--- src/rtl/sseg_pkg.sv ---
// Shared types, glyph table and anode patterns for the RAM 7-seg scanner.
// Optional leading-zero blanking is enabled by defining BLANK_LEAD_EN.
package sseg_pkg;

  typedef enum logic [1:0] {
    S_ADDR,
    S_CAP,
    S_CONV,
    S_SHOW
  } state_t;

  localparam logic [7:0] SEG_BLANK = 8'hFF;

  // Indexed by digit select; index 3 is the leftmost digit.
  localparam logic [3:0] DIGIT_AN [4] = '{
    4'b1110,
    4'b1101,
    4'b1011,
    4'b0111
  };

  function automatic logic [6:0] hex2seg(input logic [3:0] v);
    logic [6:0] g;
    g = 7'h7F;
    case (v)
      4'h0: g = 7'b1000000;
      4'h1: g = 7'b1111001;
      4'h2: g = 7'b0100100;
      4'h3: g = 7'b0110000;
      4'h4: g = 7'b0011001;
      4'h5: g = 7'b0010010;
      4'h6: g = 7'b0000010;
      4'h7: g = 7'b1111000;
      4'h8: g = 7'b0000000;
      4'h9: g = 7'b0010000;
      4'hA: g = 7'b0001000;
      4'hB: g = 7'b0000011;
      4'hC: g = 7'b1000110;
      4'hD: g = 7'b0100001;
      4'hE: g = 7'b0000110;
      4'hF: g = 7'b0001110;
    endcase
    return g;
  endfunction

endpackage

--- src/rtl/ram_sseg_scanner_if.sv ---
// Read port of the 16x8 result RAM as seen by the display scanner.
// The scanner is master (drives the address), the RAM is slave.
interface ram_sseg_scanner_if;
  logic [3:0] rd_addr;
  logic [7:0] rd_data;

  modport master (
    output rd_addr,
    input  rd_data
  );

  modport slave (
    input  rd_addr,
    output rd_data
  );
endinterface

--- src/rtl/ram_sseg_scanner_bin2bcd.sv ---
// Sequential 8-bit double-dabble: load on start, 8 shift cycles.
// bcd is the post-shift value and is valid in the cycle done is high.
module bin2bcd_seq (
  input  logic        clk,
  input  logic        rst_n,
  input  logic        start,
  input  logic [7:0]  bin,
  output logic        done,
  output logic [11:0] bcd
);

  logic [11:0] bcd_q;
  logic [7:0]  bin_q;
  logic [2:0]  cnt_q;
  logic        act_q;
  logic [11:0] adj;
  logic [11:0] bcd_nxt;

  always_comb begin
    adj = bcd_q;
    for (int i = 0; i < 3; i++) begin
      if (bcd_q[4*i +: 4] >= 4'd5)
        adj[4*i +: 4] = bcd_q[4*i +: 4] + 4'd3;
    end
    bcd_nxt = (adj << 1) | 12'(bin_q[7]);
  end

  assign done = act_q && (cnt_q == 3'd7);
  assign bcd  = bcd_nxt;

  always_ff @(posedge clk or negedge rst_n) begin
    if (!rst_n) begin
      bcd_q <= '0;
      bin_q <= '0;
      cnt_q <= '0;
      act_q <= 1'b0;
    end else if (start) begin
      bcd_q <= '0;
      bin_q <= bin;
      cnt_q <= '0;
      act_q <= 1'b1;
    end else if (act_q) begin
      bcd_q <= bcd_nxt;
      bin_q <= bin_q << 1;
      cnt_q <= cnt_q + 3'd1;
      if (cnt_q == 3'd7)
        act_q <= 1'b0;
    end
  end

endmodule

--- src/rtl/ram_sseg_scanner.sv ---
// Walks the result RAM and shows addr (hex) + value (decimal) on 4-digit 7-seg.
// Define BLANK_LEAD_EN to blank leading zeros of the decimal value.
module ram_sseg_scanner
  import sseg_pkg::*;
#(
  parameter int STEP_BITS    = 26,
  parameter int REFRESH_BITS = 17
) (
  input  logic                       clk,
  input  logic                       rst_n,
  input  logic                       en,
  ram_sseg_scanner_if.master         ram,
  output logic [3:0]                 an,
  output logic [7:0]                 seg,
  output logic                       busy
);

  localparam logic [STEP_BITS-1:0]    STEP_ONE = 1;
  localparam logic [REFRESH_BITS-1:0] REF_ONE  = 1;

  state_t                  state_q, state_d;
  logic                    boot_q;
  logic [3:0]              addr_q;
  logic [STEP_BITS-1:0]    step_q;
  logic [REFRESH_BITS-1:0] refresh_q;
  logic [3:0]              h_q, t_q, o_q;
  logic                    conv_start, conv_done;
  logic [11:0]             conv_bcd;
  logic                    adv;
  logic [1:0]              sel;
  logic                    blank_h, blank_t;
  logic [3:0]              an_d;
  logic [7:0]              seg_d;

  bin2bcd_seq u_bcd (
    .clk   (clk),
    .rst_n (rst_n),
    .start (conv_start),
    .bin   (ram.rd_data),
    .done  (conv_done),
    .bcd   (conv_bcd)
  );

  assign ram.rd_addr = addr_q;
  assign busy        = (state_q != S_SHOW);
  assign adv         = (state_q == S_SHOW) && en && !boot_q;
  assign sel         = refresh_q[REFRESH_BITS-1 -: 2];

  // Reset parks in S_SHOW with boot_q set so busy stays low until the first clock.
  always_comb begin
    state_d    = state_q;
    conv_start = 1'b0;
    unique case (state_q)
      S_ADDR: state_d = S_CAP;
      S_CAP: begin
        conv_start = 1'b1;
        state_d    = S_CONV;
      end
      S_CONV: if (conv_done) state_d = S_SHOW;
      S_SHOW: if (boot_q || (adv && &step_q)) state_d = S_ADDR;
      default: state_d = S_ADDR;
    endcase
  end

`ifdef BLANK_LEAD_EN
  assign blank_h = (h_q == 4'd0);
  assign blank_t = blank_h && (t_q == 4'd0);
`else
  assign blank_h = 1'b0;
  assign blank_t = 1'b0;
`endif

  always_comb begin
    an_d  = DIGIT_AN[sel];
    seg_d = SEG_BLANK;
    unique case (1'b1)
      sel == 2'd3: seg_d = {1'b0, hex2seg(addr_q)};
      sel == 2'd2: seg_d = blank_h ? SEG_BLANK : {1'b1, hex2seg(h_q)};
      sel == 2'd1: seg_d = blank_t ? SEG_BLANK : {1'b1, hex2seg(t_q)};
      default:     seg_d = {1'b1, hex2seg(o_q)};
    endcase
  end

  always_ff @(posedge clk or negedge rst_n) begin
    if (!rst_n) begin
      state_q   <= S_SHOW;
      boot_q    <= 1'b1;
      addr_q    <= '0;
      step_q    <= '0;
      refresh_q <= '0;
      h_q       <= '0;
      t_q       <= '0;
      o_q       <= '0;
      an        <= 4'hF;
      seg       <= SEG_BLANK;
    end else begin
      state_q   <= state_d;
      boot_q    <= 1'b0;
      refresh_q <= refresh_q + REF_ONE;
      an        <= an_d;
      seg       <= seg_d;
      // Step counter wraps to zero on terminal count, clearing itself.
      if (adv) begin
        step_q <= step_q + STEP_ONE;
        if (&step_q)
          addr_q <= addr_q + 4'd1;
      end
      if (conv_done)
        {h_q, t_q, o_q} <= conv_bcd;
    end
  end

endmodule
--- src/flat_wrapper.sv ---
// flat-port wrapper written by rule: the top's interface ports become plain ports
module ram_sseg_scanner_flat import sseg_pkg::*;
#(
  parameter int STEP_BITS    = 26,
  parameter int REFRESH_BITS = 17
)
  (clk, rst_n, en, an, seg, busy, ram_rd_addr, ram_rd_data);
  ram_sseg_scanner_if ram_i ();
  input  logic clk;
  input  logic rst_n;
  input  logic en;
  output logic [3:0] an;
  output logic [7:0] seg;
  output logic busy;
  output wire logic [$bits(ram_i.rd_addr)-1:0] ram_rd_addr;
  input wire logic [$bits(ram_i.rd_data)-1:0] ram_rd_data;
  assign ram_rd_addr = ram_i.rd_addr;
  assign ram_i.rd_data = ram_rd_data;
  ram_sseg_scanner #(.STEP_BITS(STEP_BITS), .REFRESH_BITS(REFRESH_BITS)) u_core (.clk(clk), .rst_n(rst_n), .en(en), .ram(ram_i), .an(an), .seg(seg), .busy(busy));
endmodule
--- config.mk ---
export PLATFORM = sky130hd
export DESIGN_NAME = ram_sseg_scanner_flat
export DESIGN_NICKNAME = d
export VERILOG_FILES = /design/src/rtl/sseg_pkg.sv /design/src/rtl/ram_sseg_scanner_if.sv /design/src/rtl/ram_sseg_scanner_bin2bcd.sv /design/src/rtl/ram_sseg_scanner.sv /design/src/flat_wrapper.sv
export SDC_FILE = /design/constraint.sdc
export NUM_CORES = 1
export LEC_CHECK = 0
export CORE_ASPECT_RATIO = 0.75
export CORE_MARGIN = 3
export CORE_UTILIZATION = 40
export CTS_BUF_LIST = sky130_fd_sc_hd__clkbuf_4 sky130_fd_sc_hd__clkbuf_8
export DETAILED_ROUTE_END_ITERATION = 16
export SLEW_MARGIN = 20
export SYNTH_ARGS = -nofsm -noshare
export SYNTH_HDL_FRONTEND = slang
export SYNTH_SLANG_ARGS = --single-unit
export TNS_END_PERCENT = 5
--- constraint.sdc ---
create_clock -name clk -period 2.45 [get_ports clk]
set_input_delay 0.245 -clock clk [delete_from_list [all_inputs] [get_ports clk]]
set_output_delay 0.245 -clock clk [all_outputs]
set_load 0.1 [all_outputs]
# Word level (Yosys, flattened, before mapping)
# Memories as Yosys holds them, arrays and structs flattened.
# Index checks and enable logic that the tools add are counted.
[word_totals]
regBits = 98
mem_bits_ro = 448
inputBits = 11
out_inout_bits = 17
elab_cells = 72
mem_count = 4
[classes]
addsub = 7
order_cmp = 4
eq_ne = 10
n_mux = 20
bitwise_logic = 2
reduce_logical = 11
[mem_list]
columns = ["name", "depth", "word_bits", "read_ports", "rd_ports_with_merged_regs", "wr", "line", "rtl"]
rows = [
  ["(name not given)", 16, 7, 1, 0, 0, "sseg_pkg.sv:25", "case (v)"],
  ["(name not given)", 16, 7, 1, 0, 0, "sseg_pkg.sv:25", ""],
  ["(name not given)", 16, 7, 1, 0, 0, "sseg_pkg.sv:25", ""],
  ["(name not given)", 16, 7, 1, 0, 0, "sseg_pkg.sv:25", ""],
]
[ops]
columns = ["op", "count"]
rows = [
  ["$reduce_and 27->1", 1],
  ["$add 26x1->26 const B", 1],
  ["$reduce_and 26->1", 1],
  ["$mux 12", 2],
  ["$pmux 8 s3", 1],
  ["$add 17x1->17 const B", 1],
  ["$mux 4", 4],
  ["$mux 8", 2],
  ["$ge 4x3->1 const B", 3],
  ["$or 12x1->12", 1],
  ["$mux 3", 3],
  ["$add 4x2->4 const B", 2],
  ["$bmux 4 s2", 1],
  ["$eq 2x2->1 const B", 4],
  ["$pmux 2 s4", 1],
  ["$add 4x1->4 const B", 1],
  ["$eq 2x1->1 const B", 2],
  ["$logic_and 1x1->1", 4],
  ["$mux 1", 4],
  ["$mux 2", 2],
  ["$ne 2x2->1 const B", 2],
  ["$add 3x1->3 const B", 1],
  ["$add 3x2->3 const B", 1],
  ["$eq 3x3->1 const B", 1],
  ["other kinds (8)", 8],
]

# Longest topological paths before layout
# Gate-level depths: netlist of run 1.
[logic_depth]
word_depth = 7
ltp_mapped = 7
mapped_depth_nobuf = 7

# By module
# A second synthesis of run 1 with hierarchy kept.
[hier_totals]
cells_unflattened = 533
hier_area_um2 = 5499.0
[modules_own_cells]
columns = ["module", "instances", "cells_each", "area_per_inst_um2"]
rows = [
  ["ram_sseg_scanner", 1, 385, 4090.2],
  ["bin2bcd_seq", 1, 148, 1408.9],
]

# Worst setup path before layout of run 1
# No wires, ideal clock.
[synth_path]
path_kind = "register to register"
start = "register u_core.addr_q[0], in the netlist u_core.ram.rd_addr[0]"
end = "register u_core.seg[3]"
setup_time_ns = 0.094
arrival_ns = 2.555
required_time_ns = 2.356
setup_slack_ns = -0.199
path_stages_with_launch = 6
path_cell_list = "dfrtp_1 > inv_1 > ha_1 > inv_1 > mux4_2 > mux4_2"
[synth_between]
elab_chain_len = 2
[synth_rtl]
columns = ["item", "line", "rtl"]
rows = [
  ["start, declared", "ram_sseg_scanner.sv:23", "logic [3:0] addr_q;"],
  ["start signal, assigned", "ram_sseg_scanner.sv:106", "addr_q <= addr_q + 4'd1;"],
  ["$mem_v2 16x7", "n/a", ""],
  ["$pmux 8 s3", "ram_sseg_scanner.sv:76", "unique case (1'b1)"],
  ["via u_core.seg_d[3]", "ram_sseg_scanner.sv:33", "logic [7:0] seg_d;"],
  ["end signal, assigned", "ram_sseg_scanner.sv:101", "seg <= seg_d;"],
  ["end, declared", "ram_sseg_scanner.sv:14", "output logic [7:0] seg,"],
]
# The timed path passes the listed nets, and every way through them passes these cells.
# A chain may end at the register's enable or synchronous reset.

# Worst setup path in the final report of run 1
[layout_path]
start = "register u_core.state_q[0]"
end = "register u_core.addr_q[3], in the netlist u_core.ram.rd_addr[3]"
[layout_between]
elab_chain_len = 4
[layout_rtl]
columns = ["item", "line", "rtl"]
rows = [
  ["start, declared", "ram_sseg_scanner.sv:21", "state_t state_q, state_d;"],
  ["start signal, assigned", "ram_sseg_scanner.sv:97", "state_q <= state_d;"],
  ["$eq 2x2->1", "ram_sseg_scanner.sv:46", "assign adv = (state_q == S_SHOW) && en && !boot_q;"],
  ["$logic_and 1x1->1 (2 in series)", "ram_sseg_scanner.sv:46", ""],
  ["$reduce_and 27->1 (no line)", "n/a", ""],
]
# Every way passes these cells.

==> results of run 1 <==
[path summary, 6_finish.rpt]
kind	slack, ps	to	startpoint	cells after the start
min	410	u_core.o_q[3]	rst_n	2
min reg2reg	480	u_core.refresh_q[12]	u_core.refresh_q[12]	1
max reg2reg	290	u_core.ram.rd_addr[3]	u_core.state_q[0]	6
max in group asynchronous	1320	u_core.an[0]	rst_n	3
min in group clk	430	u_core.u_bcd.bin_q[4]	ram_rd_data[4]	3
max	290	u_core.ram.rd_addr[3]	u_core.state_q[0]	6
[power breakdown]
| group | leakage, µW | switching (µW) | total (µW) | internal (µW) |
|---|---|---|---|---|
| combinational | 0.00151 | 1570 | 2740 | 1160 |
| sequential | 0.00122 | 464 | 2490 | 2020 |
| clock | 0.000110 | 613 | 1120 | 511 |
[worst max-delay path, stage by stage (launching register included)]
cell	delay, ps
dfstp_2	580
ha_1	250
nand4b_4	170
nor4_4	440
and2_1	300
nand4_1	140
xnor2_1	150
[through the flow]
stage	setup WS, ps	power (µW)
2_1_floorplan	167	4660
3_3_place_gp	354	5180
3_5_place_dp	292	5280
4_1_cts	284	6420
5_1_grt	119	6870
6_report	286	6350
[sequential cells by signal, indices dropped and copies added (netlist names), 7 cells and up]
register / count
u_core.step_q: 26
u_core.seg: 7
u_core.refresh_q: 17
u_core.u_bcd.bcd_q: 12
u_core.u_bcd.bin_q: 8
[per-layer routing]
metal / vias up / routed length, µm / part of all wire / GRT usage
met5: - / 0 / 0 / 0
li1: 1821 / - / - / -
met4: 0 / 117 / 0.012 / 0.0415
met3: 11 / 256 / 0.026 / 0.0339
met1: 1775 / 5240 / 0.53 / 0.206
met2: 41 / 4280 / 0.43 / 0.203
[kinds of logic (layout without fill, tap and decap cells)]
family                     count (synthesis)  after routing  synth area share
and+or+nand+nor                          163            163             0.156
DFF                                       97             97             0.450
AOI/OAI and AO/OA                         75             75            0.0858
buffers and inverters                     48             78            0.0347
xor gates and xnor gates                  47             47            0.0771
muxes                                     44             44             0.102
adders and majority gates                 41             41            0.0943
other                                      1              1          0.000690
[final cells by class]
| class | count | area (µm²) | area share |
|---|---|---|---|
| clock inverters | 6 | 81.3 | 0.0134 |
| repair buffers | 34 | 293 | 0.0482 |
| clock buffers | 10 | 131 | 0.0216 |
| inverters | 28 | 105 | 0.0173 |
| multi-input cells | 371 | 2800 | 0.461 |
| flip-flops and latches | 97 | 2450 | 0.403 |
| well taps | 171 | 214 | 0.0352 |
[layout by cell type, fill, tap and decap left out, types with 3 or more instances in the layout]
cell type,instances
clkdlybuf4s50_1,9
a31oi_1,5
mux2i_1,24
buf_4,23
a21o_1,3
o21ai_0,23
nor3_1,3
nand2_1,51
nand3_1,21
mux4_2,8
dfrtp_1,81
nor3b_1,5
a211oi_1,8
clkbuf_8,9
ha_1,41
nor2_1,40
nand2b_1,12
xnor2_1,36
xor2_1,10
nor2b_1,4
nand4_1,10
and3_1,4
inv_8,3
a221oi_1,3
inv_1,28
a21oi_1,18
dfstp_2,14
mux2_2,11
[timing repair]
item,CTS,global route
hold buffers,1,0
endpoints found under the hold margin,28,0
resized for setup,0,0
setup buffers,0,0
==> impl_results.md, run 1 <==
* Routed length per placed instance at approximately 14 µm
* VDD IR max at ~0.00075 V
* Crit Path Max Fanout at 5
* DP Area at around 0.006 mm²
* First-pass GRT wire length at ~17 mm
* Count leader, synth: dfrtp_1
* Status: finished clean
* Worst Skew at between 10 and 15 ps
* H-tree depth at 3
* CTS Root Cell: clkbuf_8
* Final Instance Area at 0.00608 mm²
* Finished Core Util at 0.462
* Synth cell types at 53
* Dpl hpwl at 7.08 mm
* DRT iter0 DRCs at ~180
* Synth area leader: dfrtp_1
* Seq/Total Area, Yosys at 0.450
* Hold WC Path Type: in2async
* Fin nets at roughly 590
* Drt pass-1 iters at 4
* Initial antenna violation count at 0
* Vias in the first global route at 3509
* Total negative slack at 0 ps
* Critical path required time at 2690 ps
* Ys Warns at 0
* Crit path time final at about 2200 ps
* Largest net degree at the start of global routing at 43
* Crit. End Element: flop
* Prevailing post-synth register cell: dfrtp_1
* Clk sinks at 97
* Clock buffer depth at 2
* Starting Density at 0.413
* Routed WL at 9.90 mm
* Inst Count DP at 700
* Max-slew headroom at 0.449
* Worst path arrival time at ~2400 ps
* Antenna Cells at 0
* Most frequent cells after synthesis: 83 x dfrtp_1, 51 x nand2_1, 41 x ha_1, 40 x nor2_1, 36 x xnor2_1
* Final count of hold timing violations at 0
* Vias post-DR at 3648
* Asr flop ratio synth at 1.00
* Boundary Pins at 28
* IO Port Bufs at 27
* Site row count at 36
* Die Y at 107 µm
* Post-synth EDFFs at 0
* Slew of the pin with the lowest slew margin at around 830 ps
* Fillers at around 1200
* #FFs+latches synth at 97
* Synth Net Count at around 570
* Worst-Skew Late Latency at approximately 370 ps
* Grt total ovfl at 0
* Min Hold Slack at about 400 ps
* Gpl congestion at about 0.78
* Yosys top cell area share at 0.382
* Core Box Area at about 0.013 mm²
* DR vias/cell at about 5
* Tot GR Track Use at 0.140
* Post-Syn Area at ~0.0054 mm²
* Post-route ant nets at 0
* # DRC at 0
* Area delta synth->final at 11.7%
* Reg clk slew, reported paths at approximately 110 ps
* RSZ-0062 raised after global routing: no
* Top post-synthesis cells by area: dfrtp_1 38%, ha_1 9.4%, dfstp_2 6.8%
* Die Area at ~0.015 mm²
* Endpoints failing setup at 0
* Max Cap Viol at 0
* Leakage at around 0.0028 µW
* Critical path type: reg2reg
* Fin. max-slew vios at 0
* Cts bufs inserted at 9
* Kind of start point of the critical path: flop
* Synth Instances at 516
* Final Instance Count excl. Fillers at between 700 and 800
* Max Clock Freq at between 0.4 and 0.5 GHz
* Synthesized area per cell at ~11 µm²
* TritonCTS clock tree: built
* Fin crit share at 0.883
* Layout cells sized above 1 at 0.158
* Die width at 141 µm
* PwrDens at 1040 mW/mm²
No activity file was read; power rests on OpenSTA's default activity.
==> run 2: changes to the inputs <==
==> constraint.sdc (replaced) <==
create_clock -name clk -period 2.3 [get_ports clk]
set_input_delay 0.23 -clock clk [delete_from_list [all_inputs] [get_ports clk]]
set_output_delay 0.23 -clock clk [all_outputs]
set_load 0.1 [all_outputs]
==> run 2 against run 1 <==
Wire length rose by 1.8%. Sequential cell count did not move. First-iteration DRC count rose by 37%. Non-clock buffer count rose by 3. Sequential share of layout area barely moved. Clock skew barely moved. Clock power fell by 6%.
==> impl_results.md, run 2 (same netlist as run 1, synthesis figures left out) <==
* Gpl congestion at 0.776 (about the same)
* Commonest cells after routing, fill and taps aside: 81 x dfrtp_1, 51 x nand2_1, 41 x ha_1 (unchanged)
* DR vias/cell at 5.08 (was 5.09)
* Layout cells sized above 1 at 0.162 (was 0.158)
* CP delay by family, top: simple AND/OR/NAND/NOR gates (unchanged)
* Finished Core Util at 0.462 (about the same)
* Vias post-DR at 3661 (was 3648)
* Crit. End Element: flop (unchanged)
* Area delta synth->final at 11.7% (about the same)
* Core Box Area at 0.0132 mm² (unchanged)
* Max Clock Freq at 0.482 GHz (was 0.462 GHz)
* Most flop-heavy register: u_core.step_q (unchanged)
* Critical path type: reg2reg (unchanged)
* Die Area at 0.0150 mm² (unchanged)
* Die width at 141 µm (unchanged)
* Endpoints failing setup at 0 (unchanged)
* Post-route setup slack at 225 ps (was 286 ps)
* Post-cts sizing count at 0 (unchanged)
* Post CTS Setup Buffer Count at 0 (unchanged)
* Fin crit share at 0.902 (was 0.883)
* Min Hold Slack at 403 ps (was 409 ps)
* Slowest CP cell: dfstp_2 (unchanged)
* VDD IR max at 0.00114 V (was 0.000746 V)
* H-tree depth at 3 (unchanged)
* Post-route ant nets at 0 (unchanged)
* Hold-fix buffers, CTS at 1 (unchanged)
* Critical path required time at 2560 ps (was 2690 ps)
* Hold WC Path Type: in2async (unchanged)
* Starting Density at 0.413 (unchanged)
* Routed WL at 10.1 mm (was 9.90 mm)
* Crit path time final at 2080 ps (was 2160 ps)
* Max reg flops at 26 (unchanged)
* Routed length per placed instance at 14.0 µm (was 13.8 µm)
* Worst Skew at 13.5 ps (was 13.6 ps)
* Fin nets at 596 (was 593)
* CP bufs+invs at 0 (unchanged)
* Drt pass-1 iters at 4 (unchanged)
* Antenna Cells at 0 (unchanged)
* Largest net degree at the start of global routing at 43 (unchanged)
* TritonCTS clock tree: built (unchanged)
* Status: finished clean (unchanged)
* Max Cap Viol at 0 (unchanged)
* Reg2reg end: u_core.ram.rd_addr[3] (unchanged)
* Leakage at 0.00283 µW (was 0.00284 µW)
* Worst R2R Start: u_core.state_q[0] (unchanged)
* Tot GR Track Use at 0.145 (was 0.140)
* Fin. max-slew vios at 0 (unchanged)
* Vias in the first global route at 3757 (was 3509)
* RSZ-0062 raised after global routing: no (unchanged)
* IO Port Bufs at 27 (unchanged)
* Largest regs: u_core.step_q x26, u_core.refresh_q x17, u_core.u_bcd.bcd_q x12 (unchanged)
* Die Y at 107 µm (unchanged)
* Clk sinks at 97 (unchanged)
* Crit path largest cell delay at 570 ps (was 580 ps)
* Worst path arrival time at 2340 ps (was 2410 ps)
* Kind of start point of the critical path: flop (unchanged)
* Final count of hold timing violations at 0 (unchanged)
* Site row count at 36 (unchanged)
* Cts bufs inserted at 9 (unchanged)
* Post-Place Setup Slack at 222 ps (was 292 ps)
* Critical Path, Cell by Cell: ha_1, nand4b_4, nor4_4, and2_1, nand4_1, xnor2_1 (unchanged)
* Max-slew headroom at 0.484 (was 0.449)
* Total negative slack at 0 ps (unchanged)
* DRT iter0 DRCs at 243 (was 178)
* Worst r2r path cells at 6 (unchanged)
* Reg2reg setup slack at 220 ps (was 290 ps)
* CTS Root Cell: clkbuf_8 (unchanged)
* Reg clk slew, reported paths at 100 ps (was 110 ps)
* Worst-Skew Late Latency at 360 ps (was 370 ps)
* Initial antenna violation count at 0 (unchanged)
* First-pass GRT wire length at 17.9 mm (was 17.1 mm)
* Slew of the pin with the lowest slew margin at 774 ps (was 827 ps)
* # DRC at 0 (unchanged)
* Final Instance Count excl. Fillers at 720 (was 717)
* Crit Path Max Fanout at 5 (unchanged)
* Clock buffer depth at 2 (unchanged)
* Commonest non-fill, non-tap cell in the layout: dfrtp_1 (unchanged)
* Inst Count DP at 703 (was 700)
* Grt total ovfl at 0 (unchanged)
* PwrDens at 1090 mW/mm² (was 1040 mW/mm²)
* Boundary Pins at 28 (unchanged)
* Dpl hpwl at 7.35 mm (was 7.08 mm)
run 2: changes by cell type in the layout (fill, tap and decap cells not counted), sizes merged:
cell	previous run	this run
clkbuf	10	12
buf	24	27
bufinv	1	0
clkinvlp	0	2
inv	32	28
clkinv	1	2
run 2: worst max-delay path by stage:
stage / from / endpoint / slack [ps] / cells after the start
6_report: u_core.state_q[0] / u_core.ram.rd_addr[3] / 220 / 6
2_1_floorplan: u_core.ram.rd_addr[0] / u_core.seg[3] / 20 / 5
3_5_place_dp: en / u_core.ram.rd_addr[3] / 220 / 6
5_1_grt: u_core.state_q[0] / u_core.ram.rd_addr[3] / 70 / 6
3_3_place_gp: en / u_core.ram.rd_addr[3] / 250 / 6
4_1_cts: u_core.state_q[0] / u_core.ram.rd_addr[3] / 200 / 6
run 2: power by group:
part	switching, µW	leakage (µW)	internal (µW)	total (µW)
logic	1700	0.00152	1250	2950
clock network	581	0.0000920	465	1050
registers	492	0.00122	2150	2650
run 2: layer usage:
layer / track usage / wire [µm] / up-vias
met1: 0.212 / 5260 / 1775
met5: 0 / 0 / -
li1: - / - / 1829
met3: 0.0348 / 274 / 14
met4: 0.0380 / 171 / 0
met2: 0.216 / 4370 / 43
run 2: area by class of cell:
cell class,instances,area [µm²]
Clock buffer,12,159
Clock inverter,4,28.8
Timing Repair Buffer,37,315
Inverter,28,105
Fill cell,1253,7080
Multi-Input combinational cell,371,2800
Sequential cell,97,2450
Tap cell,171,214
run 2: stage by stage:
step | power [µW] | area, µm²
6_report | 6650 | 6070
5_1_grt | 7220 | 6070
4_1_cts | 6730 | 6070
3_5_place_dp | 5650 | 5880
3_3_place_gp | 5520 | 5880
2_1_floorplan | 4960 | 5440
==> run 3: changes to the inputs <==
==> constraint.sdc (replaced) <==
create_clock -name clk -period 2 [get_ports clk]
set_input_delay 0.2 -clock clk [delete_from_list [all_inputs] [get_ports clk]]
set_output_delay 0.2 -clock clk [all_outputs]
set_load 0.1 [all_outputs]
==> run 3 against run 2 <==
Wire length decreased by 2.6%. Largest power group unchanged. Largest cell class unchanged. Global-route usage is 0.48 points lower. Critical path type unchanged. Utilization rose by 0.97 points. Maximum frequency grew 10%. Setup slack got worse by 100 ps.
==> impl_results.md, run 3 (same netlist as run 1, synthesis figures left out) <==
* IO Port Bufs at 27 (unchanged)
* Worst path arrival time at 2180 ps (was 2340 ps)
* Clock buffer depth at 2 (unchanged)
* Status: finished clean (unchanged)
* Post-route ant nets at 0 (unchanged)
* # DRC at 0 (unchanged)
* Largest net degree at the start of global routing at 45 (was 43)
* Tot GR Track Use at 0.140 (was 0.145)
* Die Area at 0.0150 mm² (unchanged)
* H-tree depth at 3 (unchanged)
* Slowest CP cell: dfstp_2 (unchanged)
* Area delta synth->final at 14.0% (was 11.7%)
* Leakage at 0.00288 µW (was 0.00283 µW)
* Initial antenna violation count at 0 (unchanged)
* Fin. max-slew vios at 0 (unchanged)
* Commonest non-fill, non-tap cell in the layout: dfrtp_1 (unchanged)
* Worst r2r path cells at 6 (unchanged)
* Drt pass-1 iters at 4 (unchanged)
* DRT iter0 DRCs at 189 (was 243)
* Clock power frac at 0.154 (was 0.157)
* Routed length per placed instance at 13.5 µm (was 14.0 µm)
* Fillers at 1238 (was 1253)
* Endpoints failing setup at 0 (unchanged)
* Worst path depth at 6 (unchanged)
* Antenna Cells at 0 (unchanged)
* Largest regs: u_core.step_q x26, u_core.refresh_q x17, u_core.u_bcd.bcd_q x12 (unchanged)
* Die width at 141 µm (unchanged)
* Most flop-heavy register: u_core.step_q (unchanged)
* Clk sinks at 97 (unchanged)
* Fin nets at 605 (was 596)
* Site row count at 36 (unchanged)
* Crit. End Element: flop (unchanged)
* Multi-input gate area at 0.00283 mm² (was 0.00280 mm²)
* Critical path required time at 2300 ps (was 2560 ps)
* Final count of hold timing violations at 0 (unchanged)
* Tot Pwr at 7710 µW (was 6650 µW)
* Die Y at 107 µm (unchanged)
* Post-route setup slack at 120 ps (was 225 ps)
* DR vias/cell at 4.98 (was 5.08)
* VDD IR max at 0.00109 V (was 0.00114 V)
* Max reg flops at 26 (unchanged)
* Comb pwr share at 0.457 (was 0.444)
* Fin crit share at 0.940 (was 0.902)
* TritonCTS clock tree: built (unchanged)
* CTS Root Cell: clkbuf_8 (unchanged)
* Worst Skew at 12.3 ps (was 13.5 ps)
* Layout cells sized above 1 at 0.194 (was 0.162)
* Register Area at 0.00246 mm² (was 0.00245 mm²)
* Hold WC Path Type: in2async (unchanged)
* CP delay by family, top: simple AND/OR/NAND/NOR gates (unchanged)
* Reg2reg end: u_core.step_q[25] (was u_core.ram.rd_addr[3])
* Reg clk slew, reported paths at 100 ps (about the same)
* Max Cap Viol at 0 (unchanged)
* Boundary Pins at 28 (unchanged)
* Vias post-DR at 3633 (was 3661)
* Psw at 3190 µW (was 2780 µW)
* Routed WL at 9.81 mm (was 10.1 mm)
* Crit Path Max Fanout at 4 (was 5)
* PwrDens at 1240 mW/mm² (was 1090 mW/mm²)
* Starting Density at 0.413 (unchanged)
* Max Clock Freq at 0.532 GHz (was 0.482 GHz)
* Gpl congestion at 0.817 (was 0.776)
* Slew of the pin with the lowest slew margin at 636 ps (was 774 ps)
* Worst-Skew Late Latency at 370 ps (was 360 ps)
* Kind of start point of the critical path: flop (unchanged)
* CP bufs+invs at 0 (unchanged)
* Max-slew headroom at 0.576 (was 0.484)
* Dpl hpwl at 7.11 mm (was 7.35 mm)
* Register share of total power at 0.389 (was 0.398)
* Switching Fraction at 0.414 (was 0.418)
* Grt total ovfl at 0 (unchanged)
* Critical Path, Cell by Cell: ha_1, nand4b_4, nor4_4, and2_4, and4_4, xor2_2 (was ha_1, nand4b_4, nor4_4, and2_1, nand4_1, xnor2_1)
* Core Box Area at 0.0132 mm² (unchanged)
* P_int at 4520 µW (was 3870 µW)
* Cts bufs inserted at 9 (unchanged)
* First-pass GRT wire length at 17.2 mm (was 17.9 mm)
* Commonest cells after routing, fill and taps aside: 78 x dfrtp_1, 51 x nand2_1, 40 x nor2_1 (was 81 x dfrtp_1, 51 x nand2_1, 41 x ha_1)
* Post CTS Setup Buffer Count at 0 (unchanged)
* Worst R2R Start: u_core.state_q[1] (was u_core.state_q[0])
* RSZ-0062 raised after global routing: no (unchanged)
* Reg2reg setup slack at 120 ps (was 220 ps)
* Post-Place Setup Slack at -47.3 ps (was 222 ps)
* Crit path largest cell delay at 560 ps (was 570 ps)
* Critical path type: reg2reg (unchanged)
* Vias in the first global route at 3562 (was 3757)
* Crit path time final at 1880 ps (was 2080 ps)
run 3: worst max path at each step:
| stage | to | start |
|---|---|---|
| floorplan | u_core.seg[3] | u_core.ram.rd_addr[0] |
| global placement | u_core.ram.rd_addr[3] | en |
| detailed placement | u_core.ram.rd_addr[3] | en |
| CTS | u_core.state_q[1] | u_core.state_q[1] |
| global route | u_core.step_q[6] | u_core.state_q[1] |
| finish | u_core.step_q[25] | u_core.state_q[1] |
run 3: worst register-to-register path, stage by stage, from the launching register on:
cell	delay, ps
dfstp_2	560
ha_1	210
nand4b_4	160
nor4_4	300
and2_4	240
and4_4	230
xor2_2	120
run 3: metrics by stage:
step           setup TNS, ps  cells  cell area [µm²]   util  hold WS (ps)
2_1_floorplan          -5.73    516             5460      -         -95.6
3_3_place_gp               0    712             5990  0.456           246
3_5_place_dp           -51.3    712             5990  0.456           254
4_1_cts                    0    729             6190  0.471           366
5_1_grt                    0    729             6200  0.471           390
6_report                   0    729             6200  0.471           372
run 3: power groups by stage:
stage                     clock network (µW)  registers, µW  logic [µW]
after floorplan                            0           3310        2400
after global routing                    1340           3090        3960
final                                   1190           3000        3520
after global placement                     0           3000        3450
after CTS                               1250           2990        3550
after detailed placement                   0           3030        3540
run 3: final cells by class:
class,count,area share
multi-input combinational,371,0.456
sequential,97,0.396
timing repair buffer,46,0.0658
tap,171,0.0345
clock buffer,11,0.0234
inverter,28,0.0178
clock inverter,5,0.00666
run 3: timing repair:
action,in CTS,in global routing
setup endpoints to repair,2,5
endpoints found under the hold margin,28,0
hold buffers,1,0
pin swaps,1,1
gates resized for setup,1,5
run 3: per-layer routing:
layer / part of all wire / GRT usage
met2: 0.43 / 0.206
met5: 0 / 0
met3: 0.033 / 0.0352
met4: 0.0097 / 0.0325
met1: 0.52 / 0.209
